--- src/rtl/gp_regfile_if.sv ---
// gp_regfile_if: register-file bus between the decoder/control unit (master)
// and the register file (slave). Carries the writeback port, the two operand
// read ports, the issue port and the scoreboard/hazard outputs.
interface gp_regfile_if #(
    parameter int DATA_WIDTH = 16,
    parameter int NUM_REGS   = 8
);
    localparam int ADDR_WIDTH = $clog2(NUM_REGS);

    logic                  write_enable;
    logic [ADDR_WIDTH-1:0] write_addr;
    logic [DATA_WIDTH-1:0] write_data;
    logic [ADDR_WIDTH-1:0] read_addr_a;
    logic [DATA_WIDTH-1:0] read_data_a;
    logic [ADDR_WIDTH-1:0] read_addr_b;
    logic [DATA_WIDTH-1:0] read_data_b;
    logic                  issue_valid;
    logic [ADDR_WIDTH-1:0] issue_dest;
    logic [NUM_REGS-1:0]   pending;
    logic                  hazard_a;
    logic                  hazard_b;

    modport master (
        output write_enable, write_addr, write_data,
        output read_addr_a, read_addr_b,
        output issue_valid, issue_dest,
        input  read_data_a, read_data_b,
        input  pending, hazard_a, hazard_b
    );

    modport slave (
        input  write_enable, write_addr, write_data,
        input  read_addr_a, read_addr_b,
        input  issue_valid, issue_dest,
        output read_data_a, read_data_b,
        output pending, hazard_a, hazard_b
    );
endinterface

--- src/rtl/gp_regfile.sv ---
// gp_regfile: NUM_REGS x DATA_WIDTH register file for the VR16 datapath.
// One synchronous write port, two combinational read ports with same-cycle
// write bypass, and a per-register pending scoreboard that reports
// read-after-write hazards to the control unit.
// Optional build macro GP_REGFILE_ZERO_REG_EN: register 0 reads as zero,
// ignores writes and never becomes pending.
module gp_regfile #(
    parameter int DATA_WIDTH = 16,
    parameter int NUM_REGS   = 8
) (
    input  logic        clk,
    input  logic        reset,
    gp_regfile_if.slave bus
);
    localparam int ADDR_WIDTH = $clog2(NUM_REGS);

`ifdef GP_REGFILE_ZERO_REG_EN
    localparam logic ZERO_REG = 1'b1;
`else
    localparam logic ZERO_REG = 1'b0;
`endif

    logic [DATA_WIDTH-1:0] regs_q [NUM_REGS];
    logic [DATA_WIDTH-1:0] regs_d [NUM_REGS];
    logic [NUM_REGS-1:0]   pending_q;
    logic [NUM_REGS-1:0]   pending_d;

    logic                  wr_ok_s;
    logic [DATA_WIDTH-1:0] rd_a_s;
    logic [DATA_WIDTH-1:0] rd_b_s;
    logic                  hz_a_s;
    logic                  hz_b_s;

    // Qualify the write: with a hardwired zero register, address 0 writes are dropped.
    always_comb begin
        wr_ok_s = bus.write_enable;
        if (ZERO_REG && (bus.write_addr == {ADDR_WIDTH{1'b0}})) begin
            wr_ok_s = 1'b0;
        end else begin
            wr_ok_s = bus.write_enable;
        end
    end

    // Next-state of register array and scoreboard; a new issue beats a same-cycle writeback.
    always_comb begin
        regs_d    = regs_q;
        pending_d = pending_q;
        if (wr_ok_s) begin
            regs_d[bus.write_addr] = bus.write_data;
        end else begin
            regs_d[bus.write_addr] = regs_q[bus.write_addr];
        end
        for (int i = 0; i < NUM_REGS; i++) begin
            if (bus.issue_valid && (bus.issue_dest == ADDR_WIDTH'(i))
                && !(ZERO_REG && (i == 0))) begin
                pending_d[i] = 1'b1;
            end else if (wr_ok_s && (bus.write_addr == ADDR_WIDTH'(i))) begin
                pending_d[i] = 1'b0;
            end else begin
                pending_d[i] = pending_q[i];
            end
        end
    end

    // State registers with synchronous active-high reset that discards in-flight work.
    always_ff @(posedge clk) begin
        if (reset) begin
            for (int i = 0; i < NUM_REGS; i++) begin
                regs_q[i] <= {DATA_WIDTH{1'b0}};
            end
            pending_q <= {NUM_REGS{1'b0}};
        end else begin
            regs_q    <= regs_d;
            pending_q <= pending_d;
        end
    end

    // Operand A read with writeback bypass and hazard flag.
    always_comb begin
        rd_a_s = regs_q[bus.read_addr_a];
        hz_a_s = pending_q[bus.read_addr_a];
        if (ZERO_REG && (bus.read_addr_a == {ADDR_WIDTH{1'b0}})) begin
            rd_a_s = {DATA_WIDTH{1'b0}};
            hz_a_s = 1'b0;
        end else if (bus.write_enable && (bus.write_addr == bus.read_addr_a)) begin
            rd_a_s = bus.write_data;
            hz_a_s = 1'b0;
        end else begin
            rd_a_s = regs_q[bus.read_addr_a];
            hz_a_s = pending_q[bus.read_addr_a];
        end
    end

    // Operand B read with writeback bypass and hazard flag.
    always_comb begin
        rd_b_s = regs_q[bus.read_addr_b];
        hz_b_s = pending_q[bus.read_addr_b];
        if (ZERO_REG && (bus.read_addr_b == {ADDR_WIDTH{1'b0}})) begin
            rd_b_s = {DATA_WIDTH{1'b0}};
            hz_b_s = 1'b0;
        end else if (bus.write_enable && (bus.write_addr == bus.read_addr_b)) begin
            rd_b_s = bus.write_data;
            hz_b_s = 1'b0;
        end else begin
            rd_b_s = regs_q[bus.read_addr_b];
            hz_b_s = pending_q[bus.read_addr_b];
        end
    end

    assign bus.read_data_a = rd_a_s;
    assign bus.read_data_b = rd_b_s;
    assign bus.hazard_a    = hz_a_s;
    assign bus.hazard_b    = hz_b_s;
    assign bus.pending     = pending_q;

endmodule

--- src/flat_wrapper.sv ---
// flat-port wrapper written by rule: the top's interface ports become plain ports
module gp_regfile_flat 
#(
    parameter int DATA_WIDTH = 16,
    parameter int NUM_REGS   = 8
)
  (clk, reset, bus_write_enable, bus_write_addr, bus_write_data, bus_read_addr_a, bus_read_addr_b, bus_issue_valid, bus_issue_dest, bus_read_data_a, bus_read_data_b, bus_pending, bus_hazard_a, bus_hazard_b);
  gp_regfile_if #(.DATA_WIDTH(DATA_WIDTH), .NUM_REGS(NUM_REGS)) bus_i ();
  input  logic clk;
  input  logic reset;
  input wire logic [$bits(bus_i.write_enable)-1:0] bus_write_enable;
  input wire logic [$bits(bus_i.write_addr)-1:0] bus_write_addr;
  input wire logic [$bits(bus_i.write_data)-1:0] bus_write_data;
  input wire logic [$bits(bus_i.read_addr_a)-1:0] bus_read_addr_a;
  input wire logic [$bits(bus_i.read_addr_b)-1:0] bus_read_addr_b;
  input wire logic [$bits(bus_i.issue_valid)-1:0] bus_issue_valid;
  input wire logic [$bits(bus_i.issue_dest)-1:0] bus_issue_dest;
  output wire logic [$bits(bus_i.read_data_a)-1:0] bus_read_data_a;
  output wire logic [$bits(bus_i.read_data_b)-1:0] bus_read_data_b;
  output wire logic [$bits(bus_i.pending)-1:0] bus_pending;
  output wire logic [$bits(bus_i.hazard_a)-1:0] bus_hazard_a;
  output wire logic [$bits(bus_i.hazard_b)-1:0] bus_hazard_b;
  assign bus_i.write_enable = bus_write_enable;
  assign bus_i.write_addr = bus_write_addr;
  assign bus_i.write_data = bus_write_data;
  assign bus_i.read_addr_a = bus_read_addr_a;
  assign bus_i.read_addr_b = bus_read_addr_b;
  assign bus_i.issue_valid = bus_issue_valid;
  assign bus_i.issue_dest = bus_issue_dest;
  assign bus_read_data_a = bus_i.read_data_a;
  assign bus_read_data_b = bus_i.read_data_b;
  assign bus_pending = bus_i.pending;
  assign bus_hazard_a = bus_i.hazard_a;
  assign bus_hazard_b = bus_i.hazard_b;
  gp_regfile #(.DATA_WIDTH(DATA_WIDTH), .NUM_REGS(NUM_REGS)) u_core (.clk(clk), .reset(reset), .bus(bus_i));
endmodule
--- config.mk ---
export PLATFORM = sky130hd
export DESIGN_NAME = gp_regfile_flat
export DESIGN_NICKNAME = d
export VERILOG_FILES = /design/src/rtl/gp_regfile_if.sv /design/src/rtl/gp_regfile.sv /design/src/flat_wrapper.sv
export SDC_FILE = /design/constraint.sdc
export NUM_CORES = 1
export LEC_CHECK = 0
export CAP_MARGIN = 25
export CORE_MARGIN = 4
export CORE_UTILIZATION = 31
export CTS_CLUSTER_DIAMETER = 40
export DETAILED_ROUTE_END_ITERATION = 10
export HOLD_SLACK_MARGIN = 0.03
export PLACE_DENSITY_LB_ADDON = 0.25
export SETUP_SLACK_MARGIN = 0.3
export SYNTH_ARGS = -nofsm -noshare
export SYNTH_HDL_FRONTEND = slang
export SYNTH_SLANG_ARGS = --single-unit
export TNS_END_PERCENT = 50
--- constraint.sdc ---
create_clock -name clk -period 1.95 [get_ports clk]
set_input_delay 0.2925 -clock clk [delete_from_list [all_inputs] [get_ports clk]]
set_output_delay 0.2925 -clock clk [all_outputs]
set_load 0.005 [all_outputs]
==> out/metrics.cfg, run 1 <==
[yosys]
yosysWarnings = 0
avgSynthCellArea_sq_um = 10.1
seq_area_frac_synth = 0.299
synth_top_cell_area_share = 0.299
synth_cell_types = 30
synth_area_sq_um = 9100
syn_nets = 931
synthCells = 899
ys_ff_latch = 136
synth_area_leader_cell = dfxtp_1
synthTopCellsByArea = dfxtp_1 30%, mux4_1 18%, mux2_2 15%

[run_status]
status = complete, but fails checks
violations = negative setup slack

[worst_setup_path]
r2r-end = u_core.regs_q[84]$_SDFFE_PP0N_
path_max_fanout = 3
r2r_start = u_core.regs_q[84]$_SDFFE_PP0N_
r2r_cells = 4
worstPathRequired_ns = 1.66
worst-setup-path-type = flop to output pin
crit_end = bus_read_data_b[2]
worstSetupEndpointType = output pin
ff2ff_setup_slack_ns = 0.80
start_kind = flop
cp-startpoint = u_core.regs_q[2]$_SDFFE_PP0N_
crit_arrival_ns = 1.93

[final_layout]
nNetsFinal = 1117
n_antenna_cell = 0
seq_area_sq_um = 2800
fillers = 2843
multi_input_area_sq_um = 5810
drive_gt1_frac = 0.489
syn_to_final_growth_pct = 33.9

[sta]
finalWorstSetupSlack_ns = -0.271
tightestPinTransition_ns = 0.446
rsz0062_at_grt = yes
post-route-min-period_ns = 2.22
setup_viol = 34
slew_headroom = 0.703
period_share = 1.14
hold_ws_ns = 0.304
slew_viol_final = 0
hold_viol = 0
skew_ns = 0.00729
max_freq_mhz = 450

[floorplan]
die_h_um = 179
num_rows = 62
die_x_um = 179
core_sq_um = 28900
boundaryPins = 74
initial_utilization = 0.315
dieArea_sq_um = 32200

[clock_network]
cts.clk_slew.worst_paths_ns = 0.06
clk_latency_ns = 0.42
ctsHoldBuffers = 0
cts_buffers = 17
tritoncts = built
root_buffer = clkbuf_16
cts.sink_count = 136
htree_levels = 4
cts_buffer_depth = 2

[global_routing]
met3_usage = 0.0278
grtUsageTotal = 0.189
grt_pass1_vias = 7839
grt_use_met1 = 0.265
antenna_found_initial = 0
globalRouteOverflowTotal = 0
grt_first_pass_wirelength_um = 46700
grt.busiest_layer = met2
grt_max_degree = 74
gr-usage-met2 = 0.309

[placement]
place.gp.congestion = 0.807
place_ws_ns = -0.654
port_buffers = 73
hpwlAfterDp_um = 20600

[pwr]
intPower_mw = 5.64
power_mw = 7.73
p_per_area_nw_per_um2 = 635
switching_share = 0.271
combPwrFrac = 0.185
seqPwrFrac = 0.380
clockPowerShare = 0.435
p_leak_nw = 4.76
p_switching_mw = 2.10
peakVddDrop_mv = 0.464

[detailed_routing]
drtIter0Drc = 534
first_pass_iters = 6
vias = 8036
wl_um = 30200
avgRoutedWirePerCell_um = 20.4
post-route-drc-count = 0
ant_nets = 0
drt-vias-per-instance = 5.42

[run]
drv_cap = 0

[min_path]
min_path_type = input port to flop
hold_depth = 2

## how the worst min path moves through the flow
stage	startpoint	endpoint	slack, ns
detailed placement	u_core.regs_q[15]$_SDFFE_PP0N_	u_core.regs_q[15]$_SDFFE_PP0N_	0.48
floorplan	bus_issue_dest[1]	u_core.bus.pending[2]$_SDFFE_PP0P_	0.44
CTS	reset	u_core.bus.pending[3]$_SDFFE_PP0P_	0.31
finish	reset	u_core.bus.pending[3]$_SDFFE_PP0P_	0.30
global route	reset	u_core.bus.pending[3]$_SDFFE_PP0P_	0.32
global placement	u_core.regs_q[63]$_SDFFE_PP0N_	u_core.regs_q[63]$_SDFFE_PP0N_	0.47
## repair_timing
item                       in CTS  in global routing
pin swaps                       1                  0
resized for setup             282                 23
setup buffers                   6                  1
setup endpoints to repair      64                 53
## area by class of cell
cell class / instances / area share
clock buffers: 19 / 0.0355
multi-input cells: 657 / 0.477
clock inverters: 13 / 0.0141
well taps: 384 / 0.0394
flip-flops and latches: 136 / 0.230
repair buffers: 273 / 0.204
## metal layers
metal,up-vias,part of all wire
met3,26,0.055
met1,3951,0.46
li1,3774,-
met4,0,0.012
met2,285,0.47
met5,-,0
## cell families (layout without fill, tap and decap cells)
family / Yosys count / in the layout / share of synthesized area
AO/OA/AOI/OAI: 272 / 272 / 0.185
flip-flops: 136 / 136 / 0.299
multiplexers: 198 / 198 / 0.357
XOR/XNOR: 6 / 6 / 0.00578
AND/OR/NAND/NOR: 181 / 181 / 0.0914
buffers and inverters: 106 / 305 / 0.0609
## state kept, by name, summed over array words and instances (netlist names)
name / count
u_core.bus.pending: 8
u_core.regs_q: 128
## cells in the final DEF (no fill, tap or decap), types with 3 or more instances in the layout
master / count
buf_12: 19
dlygate4sd2_1: 10
nand4_1: 3
xnor2_1: 6
nand2_1: 133
buf_6: 35
bufinv_16: 3
clkbuf_16: 17
and3b_1: 3
dfxtp_1: 75
a21oi_1: 136
or3b_2: 3
buf_4: 182
inv_6: 3
buf_2: 4
nand3b_1: 3
mux4_2: 66
clkinvlp_4: 5
o211ai_1: 128
clkdlybuf4s50_1: 20
o21ai_0: 6
nor3b_2: 3
nand2b_1: 19
mux2_2: 68
mux2_4: 62
nor2b_1: 3
dfxtp_2: 59
nand3_1: 5
## power by group through the flow
stage / Clock (mW) / Sequential [mW] / Combinational, mW
5_1_grt: 3.54 / 2.95 / 1.53
3_3_place_gp: 0 / 2.99 / 1.36
4_1_cts: 3.43 / 2.94 / 1.43
3_5_place_dp: 0 / 2.99 / 1.37
6_report: 3.36 / 2.94 / 1.43
2_1_floorplan: 0 / 2.98 / 0.773
## metrics by stage
stage / area (sq um) / setup TNS [ns] / cells / util
final: 12200 / -7.69 / 1482 / 0.422
after global routing: 12200 / -9.16 / 1482 / 0.422
after CTS: 12100 / -8.35 / 1481 / 0.421
after detailed placement: 11300 / -27.44 / 1443 / 0.390
after global placement: 11300 / -27.38 / 1443 / 0.390
after floorplan: 9020 / 0 / 899 / -
## worst max-delay path, cell delays in order (launching register included)
cell and delay (ns):
dfxtp_2 0.32, mux4_2 0.51, mux2_4 0.29, mux2_4 0.27, buf_6 0.11
## synthesized netlist by cell type
cell,number
mux4_2,5
o31ai_1,2
buf_6,12
nand3_1,5
clkbuf_1,51
nand3b_1,3
and3_1,1
and3b_1,3
buf_4,7
o21ai_0,6
mux2_2,125
nor2b_1,3
or3_1,1
xnor2_1,6
nor3_2,1
mux4_1,63
buf_2,21
nand4_1,3
clkbuf_2,11
nand2_1,133
o211ai_1,128
mux2_4,5
or3b_2,3
a21oi_1,136
nor3b_2,3
buf_1,4
dfxtp_1,136
nand2b_1,19
and2_1,2
nor2_1,1
Note: power is estimated with default switching activity, not from simulation.
==> run 2: changes to the inputs <==
CORE_UTILIZATION = 35   (was 31)
HOLD_SLACK_MARGIN = 0.05   (was 0.03)
==> run 2 against run 1 <==
The run still ends with negative setup slack left. Non-clock buffer count is 8 lower. Combinational power about the same. Die area shrank 11%. Clock power fell by 7.7%. Clock skew increased by 0.0015 ns. Final cell count fell by 4.3%. Sequential power about the same. Flip-flop and latch count did not move. Global-route usage grew 2.0 points. Critical endpoint is now bus_read_data_b[15]. Highest routed layer unchanged.
==> out/metrics.cfg, run 2 (same netlist as run 1, synthesis figures left out) <==
[final_layout]
top_register = u_core.regs_q
multi_input_area_sq_um = 5830  ; +0.26%
n_antenna_cell = 0  ; unchanged
layout_commonest_cell = buf_4
nNetsFinal = 1109  ; -0.72%
layout_common_cells = 173 x buf_4, 136 x a21oi_1, 133 x nand2_1
fillers = 2404  ; -15%
seq_area_sq_um = 2810  ; +0.13%
drive_gt1_frac = 0.496  ; +0.00680
largest_register_ffs = 128  ; unchanged
syn_to_final_growth_pct = 32.2

[global_routing]
antenna_found_initial = 0  ; unchanged
grt_first_pass_wirelength_um = 46500  ; -0.34%
grt_pass1_vias = 7781  ; -0.74%
grtUsageTotal = 0.209  ; +0.0199
globalRouteOverflowTotal = 0  ; unchanged
grt_max_degree = 94  ; +27%

[min_path]
min_path_type = input port to flop

[run_status]
violations = negative setup slack
status = complete, but fails checks

[worst_setup_path]
worstPathRequired_ns = 1.66  ; about the same
start_kind = flop
crit_arrival_ns = 1.93  ; about the same
worstSetupEndpointType = output pin
worst-setup-path-type = flop to output pin
path_max_fanout = 3  ; unchanged

[sta]
post-route-min-period_ns = 2.22  ; +0.00410 ns
skew_ns = 0.00880  ; +0.00151 ns
period_share = 1.14  ; +0.00210
rsz0062_at_grt = yes
fin_tns_setup_ns = -7.77  ; -0.0761 ns
finalWorstSetupSlack_ns = -0.275  ; -0.00410 ns
slew_headroom = 0.637  ; -0.0657
slew_viol_final = 0  ; unchanged
max_freq_mhz = 449  ; -0.18%
hold_ws_ns = 0.326  ; +0.0225 ns
setup_viol = 34  ; unchanged
tightestPinTransition_ns = 0.544  ; +0.0985 ns
hold_viol = 0  ; unchanged

[pwr]
p_per_area_nw_per_um2 = 621  ; -2.2%
power_mw = 7.47  ; -3.4%
peakVddDrop_mv = 0.532  ; +15%
p_leak_nw = 4.71  ; -0.94%

[clock_network]
root_buffer = clkbuf_16
clk_latency_ns = 0.43  ; about the same
cts.sink_count = 136  ; unchanged
cts.clk_slew.worst_paths_ns = 0.06  ; about the same
cts_buffer_depth = 2  ; unchanged
htree_levels = 4  ; unchanged
tritoncts = built
cts_buffers = 17  ; unchanged

[floorplan]
boundaryPins = 74  ; unchanged
dieArea_sq_um = 28600  ; -11%
initial_utilization = 0.358  ; +0.0429
die_h_um = 169  ; -5.6%
core_sq_um = 25400  ; -12%
die_x_um = 169  ; -5.6%
num_rows = 58  ; -6.5%

[detailed_routing]
drt-vias-per-instance = 5.68  ; +4.8%
vias = 8065  ; +0.36%
first_pass_iters = 5  ; -1
ant_nets = 0  ; unchanged
wl_um = 30400  ; +0.72%
drtIter0Drc = 609  ; +14%
avgRoutedWirePerCell_um = 21.4  ; +5.2%
post-route-drc-count = 0  ; unchanged

[placement]
port_buffers = 73  ; unchanged
place.gp.congestion = 0.808  ; +0.20%
hpwlAfterDp_um = 19700  ; -4.2%

[run]
drv_cap = 0  ; unchanged

[run 2: worst paths after layout]
kind	slack (ns)	depth (start not counted)	end	startpoint
setup / recovery	-0.27	4	bus_read_data_b[15]	u_core.regs_q[79]$_SDFFE_PP0N_
hold / removal	0.33	2	u_core.regs_q[85]$_SDFFE_PP0N_	reset
setup reg to reg	0.76	5	u_core.regs_q[90]$_SDFFE_PP0N_	u_core.regs_q[74]$_SDFFE_PP0N_
hold reg to reg	0.47	2	u_core.regs_q[83]$_SDFFE_PP0N_	u_core.regs_q[83]$_SDFFE_PP0N_
[run 2: cell type report]
class,count,share of cell area
clock buffer,19,0.0368
multi-input combinational,657,0.484
tap,330,0.0343
timing repair buffer,265,0.202
sequential,136,0.233
clock inverter,12,0.00874
[run 2: worst max-delay path: stages (launching register included)]
cell,delay (ns)
dfxtp_2,0.33
mux4_2,0.48
mux2_4,0.30
mux2_4,0.27
buf_6,0.12
[run 2: metal layers]
layer  GRT usage  up-vias  part of all wire
met5           0        -                 0
met4      0.0553        0             0.018
met3      0.0384       40             0.056
met2       0.334      252              0.47
met1       0.293     4023              0.46
li1            -     3750                 -
[run 2: where the power goes]
part	total (mW)	switching, mW	internal [mW]
Sequential	2.94	0.0703	2.87
Combinational	1.43	0.696	0.736
Clock	3.10	1.32	1.77
[run 2: per-stage QoR]
step | utilization | cells | setup WS (ns) | instance area [sq um]
global placement | 0.439 | 1382 | -0.582 | 11100
floorplan | - | 899 | 0.114 | 9020
finish | 0.474 | 1419 | -0.275 | 12000
CTS | 0.470 | 1416 | -0.276 | 11900
detailed placement | 0.439 | 1382 | -0.588 | 11100
global route | 0.474 | 1419 | -0.306 | 12000
[run 2: timing repair]
action / in CTS / in global routing
pin swaps: 0 / 0
resized for setup: 279 / 34
buffers inserted: 3 / 1
setup endpoints to repair: 42 / 66
hold buffers: 0 / 0
cloned: 0 / 2
